==> src/rtl/rr_index_arbiter_pkg.sv <==
// Shared definitions for the round-robin index arbiter: FSM state encoding
// and default sizing.
package rr_index_arbiter_pkg;

  typedef enum logic {
    ST_IDLE  = 1'b0,
    ST_GRANT = 1'b1
  } state_t;

  localparam int DEF_IDX_W    = 2;
  localparam int DEF_MAX_HOLD = 8;

endpackage

==> src/rtl/rr_index_arbiter_pick.sv <==
// Rotating-priority scan: finds the first set request bit starting at ptr
// and wrapping modulo 2^IDX_W. Purely combinational.
module rr_pick
  import rr_index_arbiter_pkg::*;
#(
  parameter int IDX_W = DEF_IDX_W
) (
  input  logic [2**IDX_W-1:0] req,
  input  logic [IDX_W-1:0]    ptr,
  output logic                any,
  output logic [IDX_W-1:0]    sel
);

  localparam int N = 2**IDX_W;

  logic [IDX_W-1:0] cand;

  // Scan from the farthest offset down so the nearest set bit to ptr wins.
  always_comb begin
    any  = 1'b0;
    sel  = ptr;
    cand = ptr;
    for (int i = N - 1; i >= 0; i--) begin
      cand = ptr + IDX_W'(i);
      if (req[cand]) begin
        any = 1'b1;
        sel = cand;
      end
    end
  end

endmodule

==> src/rtl/rr_index_arbiter.sv <==
// Round-robin arbiter emitting a registered grant index plus enable for a
// downstream enable decoder. Define RR_TIMEOUT_EN to cap grants at MAX_HOLD cycles.
module rr_index_arbiter
  import rr_index_arbiter_pkg::*;
#(
  parameter int IDX_W    = DEF_IDX_W,
  parameter int MAX_HOLD = DEF_MAX_HOLD
) (
  input  logic                clk,
  input  logic                rst_n,
  input  logic [2**IDX_W-1:0] req,
  input  logic                done,
  output logic [IDX_W-1:0]    idx,
  output logic                en
);

  state_t           state;
  logic [IDX_W-1:0] ptr;
  logic             pick_any;
  logic [IDX_W-1:0] pick_sel;
  logic             hold_expire;
  logic             release_now;

  rr_pick #(.IDX_W(IDX_W)) u_pick (
    .req (req),
    .ptr (ptr),
    .any (pick_any),
    .sel (pick_sel)
  );

`ifdef RR_TIMEOUT_EN
  localparam int HOLD_W = $clog2(MAX_HOLD) + 1;

  logic [HOLD_W-1:0] hold_cnt;

  // Idle keeps the counter cleared, so it is zero on the first grant cycle.
  always_ff @(posedge clk or negedge rst_n) begin
    if (!rst_n) begin
      hold_cnt <= '0;
    end else if (state == ST_IDLE) begin
      hold_cnt <= '0;
    end else begin
      hold_cnt <= hold_cnt + HOLD_W'(1);
    end
  end

  assign hold_expire = (state == ST_GRANT) && (hold_cnt == HOLD_W'(MAX_HOLD - 1));
`else
  // No hold limit in this build; MAX_HOLD only matters with the timeout.
  assign hold_expire = (MAX_HOLD < 0);
`endif

  assign release_now = done || !req[idx] || hold_expire;

  always_ff @(posedge clk or negedge rst_n) begin
    if (!rst_n) begin
      state <= ST_IDLE;
      en    <= 1'b0;
      idx   <= '0;
      ptr   <= '0;
    end else begin
      case (state)
        ST_IDLE: begin
          en <= pick_any;
          if (pick_any) begin
            idx   <= pick_sel;
            state <= ST_GRANT;
          end
        end
        ST_GRANT: begin
          // Returning to IDLE guarantees one en=0 cycle between grants.
          if (release_now) begin
            en    <= 1'b0;
            ptr   <= idx + IDX_W'(1);
            state <= ST_IDLE;
          end
        end
        default: begin
          en    <= 1'b0;
          state <= ST_IDLE;
        end
      endcase
    end
  end

endmodule

==> config.mk <==
export PLATFORM = sky130hd
export DESIGN_NAME = rr_index_arbiter
export DESIGN_NICKNAME = d
export VERILOG_FILES = /design/src/rtl/rr_index_arbiter_pkg.sv /design/src/rtl/rr_index_arbiter_pick.sv /design/src/rtl/rr_index_arbiter.sv
export SDC_FILE = /design/constraint.sdc
export NUM_CORES = 1
export LEC_CHECK = 0
export CAP_MARGIN = 20
export CORE_AREA = 10 10 47 49
export DETAILED_ROUTE_END_ITERATION = 8
export DIE_AREA = 0 0 57 59
export DONT_BUFFER_PORTS = 1
export SETUP_SLACK_MARGIN = 0.3
export SLEW_MARGIN = 20
export SYNTH_ARGS = -nofsm -noshare
export SYNTH_HDL_FRONTEND = slang
export SYNTH_SLANG_ARGS = --single-unit
==> constraint.sdc <==
create_clock -name clk -period 1.82 [get_ports clk]
set_clock_uncertainty 0.1 [all_clocks]
set_input_delay 0.091 -clock clk [delete_from_list [all_inputs] [get_ports clk]]
set_output_delay 0.091 -clock clk [all_outputs]
set_load 0.005 [all_outputs]
==> results of run 1 <==
==> tightest hold or removal path: stages <==
cell      delay, ns
o211ai_1       0.05
o21ai_0        0.07
a32oi_1        0.10
==> sequential cells by signal, summed over array words and instances, names as in the netlist <==
register,cells
en,1
idx,2
ptr,2
state,1
==> layer usage <==
metal,part of all wire,wire length [microns],track usage
met5,0,0,0
met4,0.0053,5,0.03020
met1,0.42,399,0.06190
met2,0.46,434,0.08992
met3,0.11,101,0.04721
==> worst paths after layout <==
| kind | depth (start not counted) | slack (ns) | start | endpoint |
|---|---|---|---|---|
| max in group asynchronous | 1 | 1.35 | rst_n | idx[0] |
| min in group asynchronous | 1 | 0.05 | rst_n | idx[1] |
| max reg2reg | 4 | 0.43 | idx[1] | ptr[0] |
| min | 3 | 0.01 | done | ptr[1] |
| min reg2reg | 1 | 0.45 | en | en |
| max | 4 | 0.43 | idx[1] | ptr[0] |
==> layout by cell type, fill, tap and decap left out <==
master / synthesis / layout
dfrtp_1: 6 / 6
inv_1: 4 / 4
nor3_1: 2 / 2
o21ai_2: 1 / 1
nand2_1: 1 / 1
clkbuf_4: 0 / 3
a211oi_1: 1 / 1
dlygate4sd3_1: 0 / 4
nor2b_1: 3 / 3
o32ai_1: 1 / 1
a21oi_1: 5 / 5
a31o_1: 1 / 1
or3_4: 1 / 1
mux2i_1: 2 / 2
o211ai_1: 2 / 2
nor2_1: 4 / 4
a32oi_1: 1 / 1
a21o_2: 1 / 1
o22ai_1: 1 / 1
o21ai_0: 3 / 3
or2b_2: 1 / 1
==> cell usage after synthesis <==
| cell type | count | share of area |
|---|---|---|
| o21ai_0 | 3 | 0.041 |
| o211ai_1 | 2 | 0.041 |
| a21oi_1 | 5 | 0.068 |
| a32oi_1 | 1 | 0.024 |
| or2b_2 | 1 | 0.024 |
| a211oi_1 | 1 | 0.020 |
| a21o_2 | 1 | 0.024 |
| o21ai_2 | 1 | 0.024 |
| nand2_1 | 1 | 0.010 |
| o22ai_1 | 1 | 0.017 |
| clkbuf_1 | 1 | 0.010 |
| nor2b_1 | 3 | 0.051 |
| mux2i_1 | 2 | 0.054 |
| or3_4 | 1 | 0.031 |
| o32ai_1 | 1 | 0.024 |
| inv_1 | 4 | 0.041 |
| nor2_1 | 4 | 0.041 |
| dfrtp_1 | 6 | 0.41 |
| a31o_1 | 1 | 0.024 |
| nor3_1 | 2 | 0.027 |
==> power groups by stage <==
stage	Combinational [mW]	Clock, mW	Sequential (mW)
2_1_floorplan	0.224	0	0.263
3_3_place_gp	0.232	0	0.308
3_5_place_dp	0.234	0	0.310
4_1_cts	0.245	0.128	0.309
5_1_grt	0.282	0.138	0.327
6_report	0.245	0.123	0.309
==> what timing repair did <==
item / CTS / global route
hold endpoints to repair: 8 / 0
hold buffers: 4 / 0
setup buffers: 0 / 0
==> logic make-up (layout without fill, tap and decap cells) <==
kind of cell,count (synthesis),after routing,share of synthesized area
compound gates,17,17,0.3051
buf+inv,5,11,0.05083
flops,6,6,0.4068
mux,2,2,0.05424
simple gates,12,12,0.1830
==> layout make-up <==
class                      instances  area (sq um)
tap                               16         20.02
timing repair buffer               4         40.04
fill                             160         953.4
multi-input combinational         31         200.2
sequential                         6         150.1
clock buffer                       3         22.52
inverter                           4         15.01
==> stage by stage <==
stage	instances	worst slack, ns	instance area, sq um
3_5_place_dp	57	0.4440	385.4
2_1_floorplan	42	0.5145	369.1
6_report	64	0.4271	447.9
4_1_cts	64	0.4324	447.9
3_3_place_gp	57	0.4555	385.4
5_1_grt	64	0.3027	447.9
==> reports/qor.yml, run 1 <==
critPathRequiredTime_ns: 1.86
die_x_microns: 57
slew_viol_final: 0
worst_setup_path_start_kind: "flop"
path_class: "reg -> reg"
hold_violations: 0
synthCells: 42
cts_resized: 0
drive_gt1_frac: 0.1458
grtUsageTotal: 0.06099
yosys_warnings: 0
hpwl_microns: 719.4
drtPass1Iterations: 4
crit_slowest_cell: "dfrtp_1"
setup_tns_ns: 0
switchingPower_uw: 272.2
power_leakage_nw: 0.1849
post_drt_wl_per_cell_microns: 14.70
clkTransAtPathRegs_ns: 0.05
cts_tree: "built"
timing.hold.ws_ns: 0.01130
rows: 14
period_minus_slack_ns: 1.393
path_max_fanout: 6
portBuffers: 0
power.ir.vdd_worst_v: 0.0005824
syn_avg_cell_area_sq_um: 8.788
critPathCaptureType: "flop"
internal-power_uw: 404.5
switching_share: 0.4022
vias: 347
drt-initial-drc-count: 5
fin_util: 0.3196
cp_top_family: "flip-flops"
cts.sinks: 6
synth.ff_latch_count: 6
status: "finished, final reports clean"
p_comb_frac: 0.362
boundaryPins: 10
antenna_found_initial: 0
finalNetCount: 57
min_path_type: "in -> reg"
tightest_slew_ns: 0.3512
clockBufferDepth: 2
setup_viol: 0
drt-total-wl_microns: 941
die_area_sq_um: 3363
power.share.clock: 0.181
antenna_left: 0
viasPerCell: 5.422
clkLatencyLatePin_ns: 0.24
max-cap-violations: 0
total_power_uw: 676.7
rsz0062_at_grt: "false"
crit_buf_inv: 0
cts-root-buf: "clkbuf_4"
grt_pass1_wl_mm: 1.580
tritoncts.num_buffers: 3
fmax_mhz: 717.9
synthesis.area_sq_um: 369.1
crit_chain: "mux2i_1 -> or3_4 -> a21oi_1 -> nor2_1"
post_synth_num_cell_types: 20
start_util: 0.2634
worstPathArrival_ns: 1.43
die_y_microns: 59
area_growth_pct: 21.36
crit_path_max_incr_delay_ns: 0.46
power_density_nw_per_um2: 1511
seq_power_share: 0.457
grt_pass1_vias: 339
diodes: 0
grt_overflow: 0
coreArea_sq_um: 1401
ctsHtreeMaxLevel: 1
fin_crit_sh: 0.7653
grt_max_degree: 9
synth_nets: 49
route.detailed.drc: 0
place.gp.congestion: 0.7637
relSlewSlack: 0.7659
ys_seq_area_frac: 0.4068
Power figures use the tool's default switching activity.
==> run 2, diff against run 1 <==
- clock period: 1.82 -> 1.2 ns (I/O delays scaled with it)
==> reports/qor.yml, run 2 (same netlist as run 1, synthesis figures left out) <==
slew_viol_final: 0  # unchanged
crit_path_start: "idx[1]"
min_path_type: "in -> reg"
tritoncts.num_buffers: 3  # unchanged
final_cells: 75  # +17%
vias: 396  # +14%
portBuffers: 0  # unchanged
boundaryPins: 10  # unchanged
place_ws_ns: -0.1131  # -0.5571 ns
worstPathArrival_ns: 1.43  # about the same
tightest_slew_ns: 0.2981  # -0.05307 ns
finalNetCount: 68  # +19%
setup_tns_ns: -0.5567  # -0.5567 ns
crit_path_max_incr_delay_ns: 0.44  # -0.02 ns
mostFrequentLayoutCells: "8 x buf_4, 5 x buf_6, 4 x inv_1"
layout_commonest_cell: "buf_4"
die_x_microns: 57  # unchanged
viasPerCell: 5.280  # -2.6%
start_util: 0.2634  # unchanged
coreArea_sq_um: 1401  # unchanged
drtPass1Iterations: 4  # unchanged
status: "complete, but fails checks"
drt-total-wl_mm: 1.247  # +33%
clkTransAtPathRegs_ns: 0.05  # about the same
dpl.cell_count: 61  # +7.0%
die_y_microns: 59  # unchanged
relSlewSlack: 0.8006  # +0.03473
cts.sinks: 6  # unchanged
clkLatencyLatePin_ns: 0.24  # about the same
timing.hold.ws_ns: -0.05566  # -0.06696 ns
path_max_fanout: 4  # -2
hpwl_microns: 748.1  # +4.0%
rr_startpoint: "idx[1]"
ctsHtreeMaxLevel: 1  # unchanged
diodes: 0  # unchanged
hp-start: "req[1]"
nFillCells: 145  # -9.4%
critPathCaptureType: "flop"
area_growth_pct: 61.69
grt_max_degree: 9  # unchanged
grt_pass1_vias: 404  # +19%
fin_crit_sh: 1.129  # +0.3635
path_class: "reg -> reg"
max-cap-violations: 0  # unchanged
failed_checks: "hold timing, setup timing"
power.ir.vdd_worst_v: 0.0009857  # +69%
rows: 14  # unchanged
reg.largest.list: "idx x2, ptr x2"
cts_tree: "built"
antenna_found_initial: 0  # unchanged
crit_chain: "mux2i_1 -> or3_4 -> o21ai_2 -> a31o_1"
hold_violations: 2  # +2
place.gp.congestion: 0.7543  # -1.2%
period_minus_slack_ns: 1.355  # -0.03826 ns
grt_overflow: 0  # unchanged
fmax_mhz: 738.2  # +2.8%
power_density_nw_per_um2: 2544  # +68%
critPathRequiredTime_ns: 1.28  # -0.58 ns
postLayoutSetupSlackWorst_ns: -0.1546  # -0.5817 ns
cts-root-buf: "clkbuf_4"
drt-initial-drc-count: 8  # +3
grt_pass1_wl_mm: 1.807  # +14%
grtUsageTotal: 0.06626  # +0.005276
antenna_left: 0  # unchanged
post_drt_wl_per_cell_microns: 16.63  # +13%
route.detailed.drc: 0  # unchanged
worst_setup_path_start_kind: "flop"
power_leakage_nw: 0.2492  # +35%
setup_viol: 4  # +4
crit_slowest_cell: "dfrtp_2"
clockBufferDepth: 2  # unchanged
drive_gt1_frac: 0.5763  # +0.4304
total_power_mw: 1.518  # +120%
cts_hold_buf: 2  # -2
die_area_sq_um: 3363  # unchanged
rsz0062_at_grt: "true"
run 2: path summary, 6_finish.rpt:
kind | endpoint | slack [ns] | depth (start not counted)
min | idx[1] | -0.06 | 3
min reg2reg | en | 0.45 | 1
max | en | -0.15 | 4
max reg2reg | en | -0.15 | 4
max in group asynchronous | state | 0.71 | 1
min in group asynchronous | idx[0] | 0.03 | 1
run 2: through the flow:
| step | utilization | area [sq um] | hold slack (ns) |
|---|---|---|---|
| after CTS | 0.3777 | 529.3 | -0.03970 |
| after detailed placement | 0.3071 | 430.4 | -0.3354 |
| after floorplan | - | 387.9 | -0.3356 |
| after global routing | 0.4259 | 596.8 | -0.04360 |
| after global placement | 0.3071 | 430.4 | -0.3353 |
| final | 0.4259 | 596.8 | -0.05566 |
run 2: timing repair:
item	CTS	global route
setup endpoints to repair	8	8
pin swaps	3	1
setup buffers	4	5
endpoints found under the hold margin	9	2
resized for setup	7	11
run 2: worst max-delay path, delay by kind of cell, from the launching register on:
family / cells / cell delay, ns
compound gates: 2 / 0.25
simple gates: 1 / 0.36
mux: 1 / 0.13
flops: 1 / 0.44
run 2: cell type report:
cell class / count / area [sq um] / share of cell area
multi-input cells: 31 / 249.0 / 0.4172
flip-flops and latches: 6 / 153.9 / 0.2579
repair buffers: 15 / 136.4 / 0.2285
clock buffers: 3 / 22.52 / 0.03774
well taps: 16 / 20.02 / 0.03354
inverters: 4 / 15.01 / 0.02516
run 2: layer usage:
metal | up-vias | part of all wire | GRT usage | wire, microns
li1 | 187 | - | - | -
met1 | 201 | 0.41 | 0.07049 | 514
met2 | 8 | 0.53 | 0.1147 | 667
met3 | 0 | 0.052 | 0.01717 | 65
met4 | 0 | 0 | 0.04027 | 0
met5 | - | 0 | 0 | 0
run 2: power breakdown:
group,switching [mW],leakage (nW),total (mW),internal (mW)
registers,0.168,0.0669,0.486,0.318
clock network,0.0751,0.0138,0.188,0.113
logic,0.322,0.169,0.844,0.522
